$ cat src/rtl/uart_pkg.sv
// Shared types and constants for the UART receive / word-load path.
package uart_pkg;

  // Parity selection as encoded on io_parity_mode; the unused code 3 also means no parity.
  typedef enum logic [1:0] {
    NONE = 2'd0,
    EVEN = 2'd1,
    ODD  = 2'd2
  } parity_mode_t;

  // Receive frame FSM states.
  typedef enum logic [2:0] {
    IDLE,
    START,
    DATA,
    PARITY,
    STOP,
    BREAK
  } rx_state_t;

  // Divisors below this are clamped so the start-bit half-period stays meaningful.
  localparam int MIN_CLK_PER_BIT = 4;

  // True when the raw mode field asks for a parity bit.
  function automatic logic parity_enabled(input logic [1:0] mode);
    return (mode == EVEN) || (mode == ODD);
  endfunction

endpackage

$ cat src/rtl/uart_rx_word_loader_if.sv
// Word handshake between the UART word loader (master) and the instruction-memory writer (slave).
interface uart_rx_word_loader_if #(
  parameter int WORD_BYTES = 4
);
  logic                    io_word_valid;
  logic [8*WORD_BYTES-1:0] io_word;
  logic                    io_word_ready;

  modport master (output io_word_valid, output io_word, input io_word_ready);
  modport slave  (input io_word_valid, input io_word, output io_word_ready);
endinterface

$ cat src/rtl/uart_rx_frame.sv
// Serial frame receiver: 2-flop synchroniser, bit-timing counter and frame FSM.
// Emits one-cycle pulses for a good byte, a framing error or a parity error.
module uart_rx_frame
  import uart_pkg::*;
#(
  parameter int DATA_BITS = 8,
  parameter int DIV_W     = 16
) (
  input  logic             clock,
  input  logic             reset,
  input  logic             rx_i,
  input  logic [DIV_W-1:0] clk_per_bit,
  input  logic [1:0]       parity_mode,
  input  logic             two_stop,
  output logic             byte_valid,
  output logic [7:0]       byte_data,
  output logic             frame_err,
  output logic             parity_err,
  output logic             busy
);

  logic                 rx_meta, rx_s;
  rx_state_t            state_q, state_d;
  logic [DIV_W-1:0]     cnt_q, cnt_d, n_eff;
  logic [2:0]           bit_idx_q, bit_idx_d;
  logic                 stop_idx_q, stop_idx_d;
  logic                 par_q, par_d, par_bad_q, par_bad_d;
  logic [DATA_BITS-1:0] data_q, data_d;
  logic                 bit_end, half_end;

  // Synchroniser, FSM state and bit counters.
  always_ff @(posedge clock) begin
    // NOTE: every clocked assignment uses <= so all flops update together from pre-edge values.
    if (!reset) begin
      rx_meta    <= 1'b1;
      rx_s       <= 1'b1;
      state_q    <= IDLE;
      cnt_q      <= '0;
      bit_idx_q  <= '0;
      stop_idx_q <= 1'b0;
      par_q      <= 1'b0;
      par_bad_q  <= 1'b0;
    end else begin
      rx_meta    <= rx_i;
      rx_s       <= rx_meta;
      state_q    <= state_d;
      cnt_q      <= cnt_d;
      bit_idx_q  <= bit_idx_d;
      stop_idx_q <= stop_idx_d;
      par_q      <= par_d;
      par_bad_q  <= par_bad_d;
    end
  end

  // Data shift register.
  always_ff @(posedge clock) begin
    // NOTE: no reset here on purpose; the contents are only used after a full frame has shifted in.
    data_q <= data_d;
  end

  // Next-state logic, bit sampling and per-frame result pulses.
  always_comb begin
    // NOTE: every output of this block gets a default first so no path can infer a latch.
    state_d    = state_q;
    cnt_d      = cnt_q + DIV_W'(1);
    bit_idx_d  = bit_idx_q;
    stop_idx_d = stop_idx_q;
    par_d      = par_q;
    par_bad_d  = par_bad_q;
    data_d     = data_q;
    byte_valid = 1'b0;
    frame_err  = 1'b0;
    parity_err = 1'b0;

    n_eff    = (clk_per_bit < DIV_W'(MIN_CLK_PER_BIT)) ? DIV_W'(MIN_CLK_PER_BIT) : clk_per_bit;
    // >= rather than == so an illegal mid-frame divisor change cannot strand the counter.
    bit_end  = (cnt_q >= n_eff - DIV_W'(1));
    half_end = (cnt_q >= (n_eff >> 1) - DIV_W'(1));

    unique case (state_q)
      IDLE: begin
        cnt_d = '0;
        if (!rx_s) state_d = START;
      end
      START: begin
        if (half_end) begin
          cnt_d = '0;
          if (!rx_s) begin
            state_d   = DATA;
            bit_idx_d = '0;
            par_d     = 1'b0;
            par_bad_d = 1'b0;
          end else begin
            state_d = IDLE;  // start bit did not hold: treat as a glitch
          end
        end
      end
      DATA: begin
        if (bit_end) begin
          cnt_d  = '0;
          data_d = {rx_s, data_q[DATA_BITS-1:1]};  // LSB arrives first
          par_d  = par_q ^ rx_s;
          if (bit_idx_q == 3'(DATA_BITS - 1)) begin
            state_d    = parity_enabled(parity_mode) ? PARITY : STOP;
            stop_idx_d = 1'b0;
          end else begin
            bit_idx_d = bit_idx_q + 3'd1;
          end
        end
      end
      PARITY: begin
        if (bit_end) begin
          cnt_d     = '0;
          // XOR over data+parity must be 0 for even mode and 1 for odd mode.
          par_bad_d = ((par_q ^ rx_s) != (parity_mode == ODD));
          state_d   = STOP;
        end
      end
      STOP: begin
        if (bit_end) begin
          cnt_d = '0;
          if (!rx_s) begin
            state_d    = BREAK;
            frame_err  = 1'b1;
            parity_err = par_bad_q;
          end else if (two_stop && !stop_idx_q) begin
            stop_idx_d = 1'b1;
          end else begin
            state_d    = IDLE;
            parity_err = par_bad_q;
            byte_valid = !par_bad_q;
          end
        end
      end
      BREAK: begin
        cnt_d = '0;
        if (rx_s) state_d = IDLE;
      end
      default: begin
        state_d = IDLE;
        cnt_d   = '0;
      end
    endcase
  end

  assign byte_data = 8'(data_q);
  assign busy      = (state_q != IDLE);

endmodule

$ cat src/rtl/uart_rx_word_loader.sv
// UART receiver feeding a little-endian word packer with a single output register,
// valid/ready handshake and sticky framing/parity/overrun flags.
module uart_rx_word_loader
  import uart_pkg::*;
#(
  parameter int DATA_BITS  = 8,
  parameter int WORD_BYTES = 4,
  parameter int DIV_W      = 16
) (
  input  logic                      clock,
  input  logic                      reset,
  input  logic                      io_rx_i,
  input  logic [DIV_W-1:0]          io_CLK_PER_BIT,
  input  logic [1:0]                io_parity_mode,
  input  logic                      io_two_stop,
  input  logic                      io_flush,
  input  logic                      io_err_clr,
  uart_rx_word_loader_if.master     word_if,
  output logic                      io_frame_err,
  output logic                      io_parity_err,
  output logic                      io_overrun,
  output logic                      io_busy
);

  localparam int IDX_W = (WORD_BYTES > 1) ? $clog2(WORD_BYTES) : 1;

  logic                        rx_valid, rx_frame_err, rx_parity_err;
  logic [7:0]                  rx_byte;
  logic [IDX_W-1:0]            byte_idx_q;
  logic [WORD_BYTES-1:0][7:0]  lane_q, assembled;
  logic [8*WORD_BYTES-1:0]     word_q;
  logic                        valid_q, last_lane, word_done, load;

  uart_rx_frame #(
    .DATA_BITS (DATA_BITS),
    .DIV_W     (DIV_W)
  ) u_frame (
    .clock       (clock),
    .reset       (reset),
    .rx_i        (io_rx_i),
    .clk_per_bit (io_CLK_PER_BIT),
    .parity_mode (io_parity_mode),
    .two_stop    (io_two_stop),
    .byte_valid  (rx_valid),
    .byte_data   (rx_byte),
    .frame_err   (rx_frame_err),
    .parity_err  (rx_parity_err),
    .busy        (io_busy)
  );

  // Word assembly: current lanes plus the arriving byte, and whether it completes a word.
  always_comb begin
    assembled             = lane_q;
    assembled[byte_idx_q] = rx_byte;
    last_lane             = (byte_idx_q == IDX_W'(WORD_BYTES - 1));
    word_done             = rx_valid && last_lane;
    load                  = word_done && (!valid_q || word_if.io_word_ready);
  end

  // Partial-word lane buffer.
  always_ff @(posedge clock) begin
    if (rx_valid) lane_q[byte_idx_q] <= rx_byte;
  end

  // Lane pointer: realigns on errors, flush and word completion.
  always_ff @(posedge clock) begin
    if (!reset) begin
      byte_idx_q <= '0;
    end else if (rx_frame_err || rx_parity_err || io_flush || word_done) begin
      byte_idx_q <= '0;
    end else if (rx_valid) begin
      byte_idx_q <= byte_idx_q + IDX_W'(1);
    end
  end

  // Output word register and handshake; a new load takes priority over the drop of valid.
  always_ff @(posedge clock) begin
    if (!reset) begin
      valid_q <= 1'b0;
      word_q  <= '0;
    end else if (load) begin
      valid_q <= 1'b1;
      word_q  <= assembled;
    end else if (valid_q && word_if.io_word_ready) begin
      valid_q <= 1'b0;
    end
  end

  // Sticky error flags; a new error in the same cycle as a clear wins.
  always_ff @(posedge clock) begin
    if (!reset) begin
      io_frame_err  <= 1'b0;
      io_parity_err <= 1'b0;
      io_overrun    <= 1'b0;
    end else begin
      io_frame_err  <= rx_frame_err | (io_frame_err & ~io_err_clr);
      io_parity_err <= rx_parity_err | (io_parity_err & ~io_err_clr);
      io_overrun    <= (word_done & ~load) | (io_overrun & ~io_err_clr);
    end
  end

  assign word_if.io_word_valid = valid_q;
  assign word_if.io_word       = word_q;

endmodule

$ cat src/flat_wrapper.sv
// flat-port wrapper written by rule: the top's interface ports become plain ports
module uart_rx_word_loader_flat import uart_pkg::*;
#(
  parameter int DATA_BITS  = 8,
  parameter int WORD_BYTES = 4,
  parameter int DIV_W      = 16
)
  (clock, reset, io_rx_i, io_CLK_PER_BIT, io_parity_mode, io_two_stop, io_flush, io_err_clr, io_frame_err, io_parity_err, io_overrun, io_busy, word_if_io_word_valid, word_if_io_word, word_if_io_word_ready);
  uart_rx_word_loader_if #(.WORD_BYTES(WORD_BYTES)) word_if_i ();
  input  logic clock;
  input  logic reset;
  input  logic io_rx_i;
  input  logic [DIV_W-1:0] io_CLK_PER_BIT;
  input  logic [1:0] io_parity_mode;
  input  logic io_two_stop;
  input  logic io_flush;
  input  logic io_err_clr;
  output logic io_frame_err;
  output logic io_parity_err;
  output logic io_overrun;
  output logic io_busy;
  output wire logic [$bits(word_if_i.io_word_valid)-1:0] word_if_io_word_valid;
  output wire logic [$bits(word_if_i.io_word)-1:0] word_if_io_word;
  input wire logic [$bits(word_if_i.io_word_ready)-1:0] word_if_io_word_ready;
  assign word_if_io_word_valid = word_if_i.io_word_valid;
  assign word_if_io_word = word_if_i.io_word;
  assign word_if_i.io_word_ready = word_if_io_word_ready;
  uart_rx_word_loader #(.DATA_BITS(DATA_BITS), .WORD_BYTES(WORD_BYTES), .DIV_W(DIV_W)) u_core (.clock(clock), .reset(reset), .io_rx_i(io_rx_i), .io_CLK_PER_BIT(io_CLK_PER_BIT), .io_parity_mode(io_parity_mode), .io_two_stop(io_two_stop), .io_flush(io_flush), .io_err_clr(io_err_clr), .word_if(word_if_i), .io_frame_err(io_frame_err), .io_parity_err(io_parity_err), .io_overrun(io_overrun), .io_busy(io_busy));
endmodule
$ cat config.mk
export PLATFORM = sky130hd
export DESIGN_NAME = uart_rx_word_loader_flat
export DESIGN_NICKNAME = d
export VERILOG_FILES = /design/src/rtl/uart_pkg.sv /design/src/rtl/uart_rx_word_loader_if.sv /design/src/rtl/uart_rx_frame.sv /design/src/rtl/uart_rx_word_loader.sv /design/src/flat_wrapper.sv
export SDC_FILE = /design/constraint.sdc
export NUM_CORES = 1
export LEC_CHECK = 0
export ABC_CLOCK_PERIOD_IN_PS = 10700
export CAP_MARGIN = 20
export CELL_PAD_IN_SITES_DETAIL_PLACEMENT = 0
export CELL_PAD_IN_SITES_GLOBAL_PLACEMENT = 2
export CORE_MARGIN = 1
export CORE_UTILIZATION = 37
export CTS_BUF_LIST = sky130_fd_sc_hd__clkbuf_8
export DETAILED_ROUTE_END_ITERATION = 10
export PLACE_DENSITY = 0.89
export SYNTH_ARGS = -nofsm -noshare
export SYNTH_HDL_FRONTEND = slang
export SYNTH_SLANG_ARGS = --single-unit
$ cat constraint.sdc
create_clock -name clock -period 10.7 [get_ports clock]
set_clock_uncertainty 0.2 [all_clocks]
set_input_delay 2.675 -clock clock [delete_from_list [all_inputs] [get_ports clock]]
set_output_delay 2.675 -clock clock [all_outputs]
set_load 0.03 [all_outputs]
# After elaboration in Yosys (flattened, before gate mapping)

Index checks and enable logic that the tools add are counted.

Reduce and logical (&&, ||, !) cells: 27
Eq/ne operators: 22
$add $sub $neg: 5
Bitwise logic cells: 11
Magnitude comparators: 5
Multiplexer cells: 49

Operator list:

| cell                                                                          | number |
|---|---|
| 16-bit two-way mux                                                            | 3 |
| 3-bit two-way mux                                                             | 14 |
| 32-bit bitwise mux                                                            | 1 |
| 16-bit greater-or-equal comparator                                            | 2 |
| 16-bit one-hot mux with 2 select lines                                        | 1 |
| 1-bit two-way mux                                                             | 22 |
| 2-bit inequality test, second input constant                                  | 11 |
| 3-bit one-hot mux with 6 select lines                                         | 1 |
| 16-bit by 1-bit adder with 16-bit output, second input constant               | 1 |
| 8-bit demux with 2-bit select                                                 | 1 |
| 16-bit by 3-bit less-than comparator with 1-bit output, second input constant | 1 |
| 15-bit by 1-bit subtractor with 16-bit output, second input constant          | 1 |
| 16-bit by 1-bit subtractor with 16-bit output, second input constant          | 1 |
| 3-bit equality test, second input constant                                    | 3 |
| 8-bit two-way mux                                                             | 1 |
| 4-bit AND reduction                                                           | 2 |
| 8-bit AND reduction                                                           | 1 |
| 2-bit nonzero test                                                            | 4 |
| 3-bit by 2-bit equality test with 1-bit output, second input constant         | 2 |
| 1-bit one-hot mux with 2 select lines                                         | 3 |
| 3-bit one-hot mux with 2 select lines                                         | 1 |
| 6-bit AND reduction                                                           | 1 |
| 1-bit logical AND                                                             | 5 |
| 1-bit logical OR                                                              | 5 |
| other kinds (21)                                                              | 31 |

Input port bits: 25
Output and inout port bits: 37
Word-level logic and storage cells: 138
Bits in registers: 105

# Depth between registers and ports, before layout

Depth in word-level cells: 11
Mapped depth: 20
Gate-level depth less buffers: 17

# Hierarchy

Synthesis repeated with hierarchy kept, for this count alone.

Cell total of the unflattened synthesis: 551
Area total of the unflattened synthesis: 5816.8 um2

By module, submodules not included:

| module              | area each (um2) | cells an instance | seq. area each (um2) | times used |
|---|---|---|---|---|
| uart_rx_word_loader | 3002.9          | 235               | 1721.7               | 1 |
| uart_rx_frame       | 2813.9          | 316               | 780.7                | 1 |

# Worst setup path after synthesis

Ideal clock, no wire load.

Path kind: input-to-reg
Start: input io_CLK_PER_BIT[5]
End: register u_core.byte_idx_q[0]
Setup time: 0.087 ns
Data arrival time: 8.467 ns
Data required time: 10.413 ns
Cell stages on the path: 18
Buffers on the path: 1
Setup slack: 1.946 ns
Path through: clkbuf_1 > nor4_1 > nand4_1 > nand2_1 > ha_1 > or3b_1 > or3_4 > nor4_4 > nand2_1 > nor4_1 > xnor2_1 > ha_1 > nand4_1 > nor4_2 > a31oi_2 > a21oi_1 > mux2i_1 > a211oi_1

Elaborated cells on any way between the ends: 15
Classes of those cells: add/sub: 1; order compare: 2; mux: 7; reduce/logical: 5

RTL lines:

| what                                                   | RTL line                  | source |
|---|---|---|
| start, declared                                        | flat_wrapper.sv:13        | `input logic [DIV_W-1:0] io_CLK_PER_BIT;` |
| 16-bit by 3-bit less-than comparator with 1-bit output | uart_rx_frame.sv:75       | `n_eff = (clk_per_bit < DIV_W'(MIN_CLK_PER_BIT)) ? DIV_W'(MIN_CLK_PER_BIT) : clk_per_bit;` |
| 16-bit two-way mux *                                   | uart_rx_frame.sv:75       |  |
| 16-bit by 1-bit subtractor with 16-bit output *        | uart_rx_frame.sv:77       | `bit_end = (cnt_q >= n_eff - DIV_W'(1));` |
| 16-bit greater-or-equal comparator *                   | uart_rx_frame.sv:77       |  |
| 1-bit two-way mux *                                    | uart_rx_frame.sv:120      | `if (bit_end) begin` |
| 1-bit two-way mux *                                    | uart_rx_frame.sv:80       | `unique case (state_q)` |
| net u_core.rx_valid                                    | uart_rx_word_loader.sv:27 | `logic rx_valid, rx_frame_err, rx_parity_err;` |
| 1-bit logical AND                                      | uart_rx_word_loader.sv:56 | `word_done = rx_valid && last_lane;` |
| 1-bit logical OR                                       | uart_rx_word_loader.sv:69 | `end else if (rx_frame_err \|\| rx_parity_err \|\| io_flush \|\| word_done) begin` |
| 2-bit OR reduction (no line)                           | --                        |  |
| end signal, assigned                                   | uart_rx_word_loader.sv:72 | `byte_idx_q <= byte_idx_q + IDX_W'(1);` |
| end, declared                                          | uart_rx_word_loader.sv:29 | `logic [IDX_W-1:0] byte_idx_q;` |

Mark *: on every way through the listed nets, which the timed path passes. The rest lies on a longest branch.
A chain may end at the register's enable or synchronous reset.

# Final worst setup path

Start: input io_CLK_PER_BIT[7]
End: register u_core.word_q[12], in the netlist u_core.word_if.io_word[12]

Longest elaborated chain between the ends: 8

RTL lines:

| what                                                   | RTL line                  | source |
|---|---|---|
| 16-bit by 3-bit less-than comparator with 1-bit output | uart_rx_frame.sv:75       |  |
| 16-bit two-way mux *                                   | uart_rx_frame.sv:75       |  |
| 16-bit by 1-bit subtractor with 16-bit output *        | uart_rx_frame.sv:77       |  |
| 16-bit greater-or-equal comparator *                   | uart_rx_frame.sv:77       |  |
| 1-bit two-way mux *                                    | uart_rx_frame.sv:120      |  |
| 1-bit two-way mux *                                    | uart_rx_frame.sv:80       |  |
| 1-bit logical AND *                                    | uart_rx_word_loader.sv:56 |  |
| 1-bit logical AND *                                    | uart_rx_word_loader.sv:57 | `load = word_done && (!valid_q \|\| word_if.io_word_ready);` |
| end signal, assigned                                   | uart_rx_word_loader.sv:83 | `word_q <= assembled;` |
| end, declared                                          | uart_rx_word_loader.sv:31 | `logic [8*WORD_BYTES-1:0] word_q;` |

Mark *: on every way between the ends. The rest lies on a longest branch, timed or not.

==> flow_summary.json <==
{
  "start_util_pct": 37.7,
  "io_pins": 62,
  "synth_top_cell_by_area": "dfxtp_1",
  "cp_num_buf_inv": 3,
  "power_switching_uw": 200,
  "wl_per_cell_um": 15.1,
  "synth_area_leaders": "dfxtp_1, edfxtp_1, ha_1",
  "nFillCells": 1407,
  "syn-num-nets": 650,
  "syn2layout_area_growth_pct": 17.8,
  "syn_area_per_cell_um2": 9.81,
  "fmax_mhz": 118,
  "slowest_stage": "nor4_1",
  "swShare_pct": 27.0,
  "n_antenna_cell": 0,
  "worst-setup-path-type": "primary input to flop",
  "synth-seq-cells": 105,
  "comb_power_share_pct": 12.1,
  "power_uw": 740,
  "hold_path.class": "flop to flop",
  "cpPeakStageDelay_ns": 0.58,
  "required_ns": 10.81,
  "period_needed_ns": 8.44,
  "yosys.area.top_type_share_pct": 22.8,
  "pwr-share-seq_pct": 57.0,
  "synth_area_um2": 5710,
  "path_delay_family": "simple AND/OR/NAND/NOR gates",
  "firstDrtPassIters": 4,
  "gp_congestion": 0.855,
  "dp.cells": 806,
  "regArea_um2": 2500,
  "cp.arrival_ns": 8.56,
  "fp.dieArea_um2": 15900,
  "placed_cell_area_um2": 6490,
  "p_leak_nw": 2.33,
  "routed_wl_um": 12500,
  "cts.sinks": 105,
  "grt_usage_pct": 16.3,
  "post_cts_buffers": 0,
  "rsz0062_at_grt": "no",
  "finalNetCount": 699,
  "cts-buffers-inserted": 9,
  "maxSlewHeadroom_pct": 40.8,
  "ys.flop_type": "dfxtp_1",
  "synth_edf_count": 40,
  "setup_viol": 0,
  "port_buffers": 61,
  "clock_path_buffers": 2,
  "viasPerCell": 5.19,
  "ctsResizeCount": 0,
  "maxCapViolCount": 0,
  "cp_max_fo": 35,
  "insertion_delay_ns": 0.38,
  "ir_worst_vdd_mv": 0.0534,
  "finalCritPeriodShare_pct": 78.9,
  "grt_pass1_vias": 4138,
  "drc_errors": 0,
  "power_density_nw_per_um2": 110,
  "grt_pass1_wl_um": 20600,
  "ys.warnings.count": 0,
  "finalNonFillerCells": 824,
  "dp_hpwl_um": 9380,
  "fin_area_um2": 6720,
  "finalSetupTns_ns": 0,
  "vias": 4280,
  "gr-total-overflow": 0,
  "p_int_uw": 540,
  "fp.coreArea_um2": 15100,
  "drive_gt1_share_pct": 9.91,
  "multi_input_area_um2": 3050,
  "crit_path_start_kind": "primary input",
  "finalMaxSlewViolations": 0,
  "placementRows": 45,
  "first_iter_violations": 220,
  "antenna_found_initial": 0,
  "path_cells": "clkdlybuf4s50_1 > nor4_1 > nand4_1 > nand2_1 > ha_1 > or3b_1 > or3_4 > nor4_4 > nand2_1 > nor4_1 > xnor2_1 > ha_1 > nand4_1 > nor4_2 > a31oi_2 > a211oi_4 > buf_4 > and2b_1 > buf_16 > o21a_1",
  "async_flop_share_pct": 0,
  "synthCells": 582,
  "clkPwrFrac_pct": 30.9,
  "hold_viol_final": 0,
  "holdBufCountCts": 0,
  "cts_tree": "built",
  "yosysSeqAreaShare_pct": 43.9,
  "cts_max_level": 3,
  "root_buffer": "clkbuf_8",
  "worstMarginPinSlew_ns": 0.880,
  "cts.reportedPaths.clkPinSlew_ns": 0.10,
  "status": "complete, no violations",
  "crit_path_end_kind": "flop",
  "postRouteAntennaNets": 0,
  "die_h_um": 126,
  "yosysUniqueCellTypes": 55,
  "die_w_um": 126,
  "grt_max_degree": 36
}
metal layers:
layer / global-route usage (%) / wire (um) / vias to the layer above
li1: - / - / 2168
met1: 20.9 / 5920 / 2015
met2: 27.9 / 6000 / 90
met3: 3.14 / 442 / 7
met4: 4.39 / 121 / 0
met5: 0 / 0 / -
logic make-up after synthesis:
group                      Yosys count  synth area share [%]
and+or+nand+nor                    193                  16.2
other                                1                0.0657
adders and majority gates           43                  9.43
xor gates and xnor gates            43                  6.60
muxes                               38                  7.37
buffers and inverters               40                  2.87
AOI/OAI and AO/OA                  119                  13.6
DFF                                105                  43.9
registers in the layout, indices dropped and copies added (netlist names), 2 cells and up:
signal / count
u_core.u_frame.cnt_q: 16
u_core.lane_q: 32
u_core.word_if.io_word: 32
u_core.u_frame.byte_data: 8
u_core.byte_idx_q: 2
u_core.u_frame.state_q: 3
u_core.u_frame.bit_idx_q: 3
through the flow:
step	hold WS [ns]	worst slack, ns	utilization, %
global placement	0.199	1.77	42.7
detailed placement	0.192	1.35	42.9
finish	0.217	2.26	44.4
CTS	0.220	1.74	44.0
global route	0.268	1.83	44.4
floorplan	0.186	1.95	-
cell usage after synthesis (2+ instances only):
library cell,n
nor2_1,74
dfxtp_1,65
a21oi_1,48
nand2_1,46
ha_1,43
edfxtp_1,40
mux2_2,32
o21a_1,32
clkbuf_1,23
xnor2_1,23
xor2_1,20
nor3_1,13
inv_1,12
o21ai_0,12
nand2b_1,10
nand3_1,10
nand4_1,7
mux2i_1,6
nor2b_1,6
nor4_1,6
and4_1,4
o22ai_1,4
a211oi_1,3
a21o_1,3
buf_4,3
a32oi_1,2
and2_1,2
and3_1,2
buf_2,2
nor3b_1,2
o211ai_1,2
or3_1,2
cell type report:
| type | instances | area share [%] |
|---|---|---|
| tap | 188 | 3.50 |
| multi-input combinational | 437 | 45.4 |
| timing repair buffer | 66 | 10.5 |
| inverter | 12 | 0.670 |
| sequential | 105 | 37.2 |
| clock inverter | 7 | 0.800 |
| clock buffer | 9 | 1.84 |
final timing paths:
path                                 from                          to  slack (ns)  cells past startpoint
hold / removal     u_core.u_frame.rx_meta         u_core.u_frame.rx_s        0.22                      1
hold reg to reg    u_core.u_frame.rx_meta         u_core.u_frame.rx_s        0.22                      1
setup reg to reg  u_core.u_frame.cnt_q[0]  u_core.word_if.io_word[12]        7.52                     10
setup / recovery        io_CLK_PER_BIT[7]  u_core.word_if.io_word[12]        2.26                     20
placed cells by master (no fill, tap or decap), types with 3 or more instances in the layout:
cell type and count:
nor2_1 74, dfxtp_1 65, clkdlybuf4s50_1 61, a21oi_1 47, nand2_1 46, ha_1 43
edfxtp_1 40, mux2_2 32, o21a_1 32, xnor2_1 23, xor2_1 20, nor3_1 13
o21ai_0 12, inv_1 12, nand2b_1 10, nand3_1 10, clkbuf_8 9, nand4_1 7
nor4_1 6, mux2i_1 6, nor2b_1 5, o22ai_1 4, and4_1 4, clkinv_2 4
a211oi_1 3, a21o_1 3, buf_16 3
power groups by stage:
stage	clock network, mW	registers [mW]	logic (mW)
floorplan	0	0.426	0.0620
global placement	0	0.431	0.0886
detailed placement	0	0.431	0.0903
CTS	0.236	0.421	0.0909
global route	0.250	0.423	0.101
finish	0.228	0.422	0.0899
(Power assumes the default switching activity.)
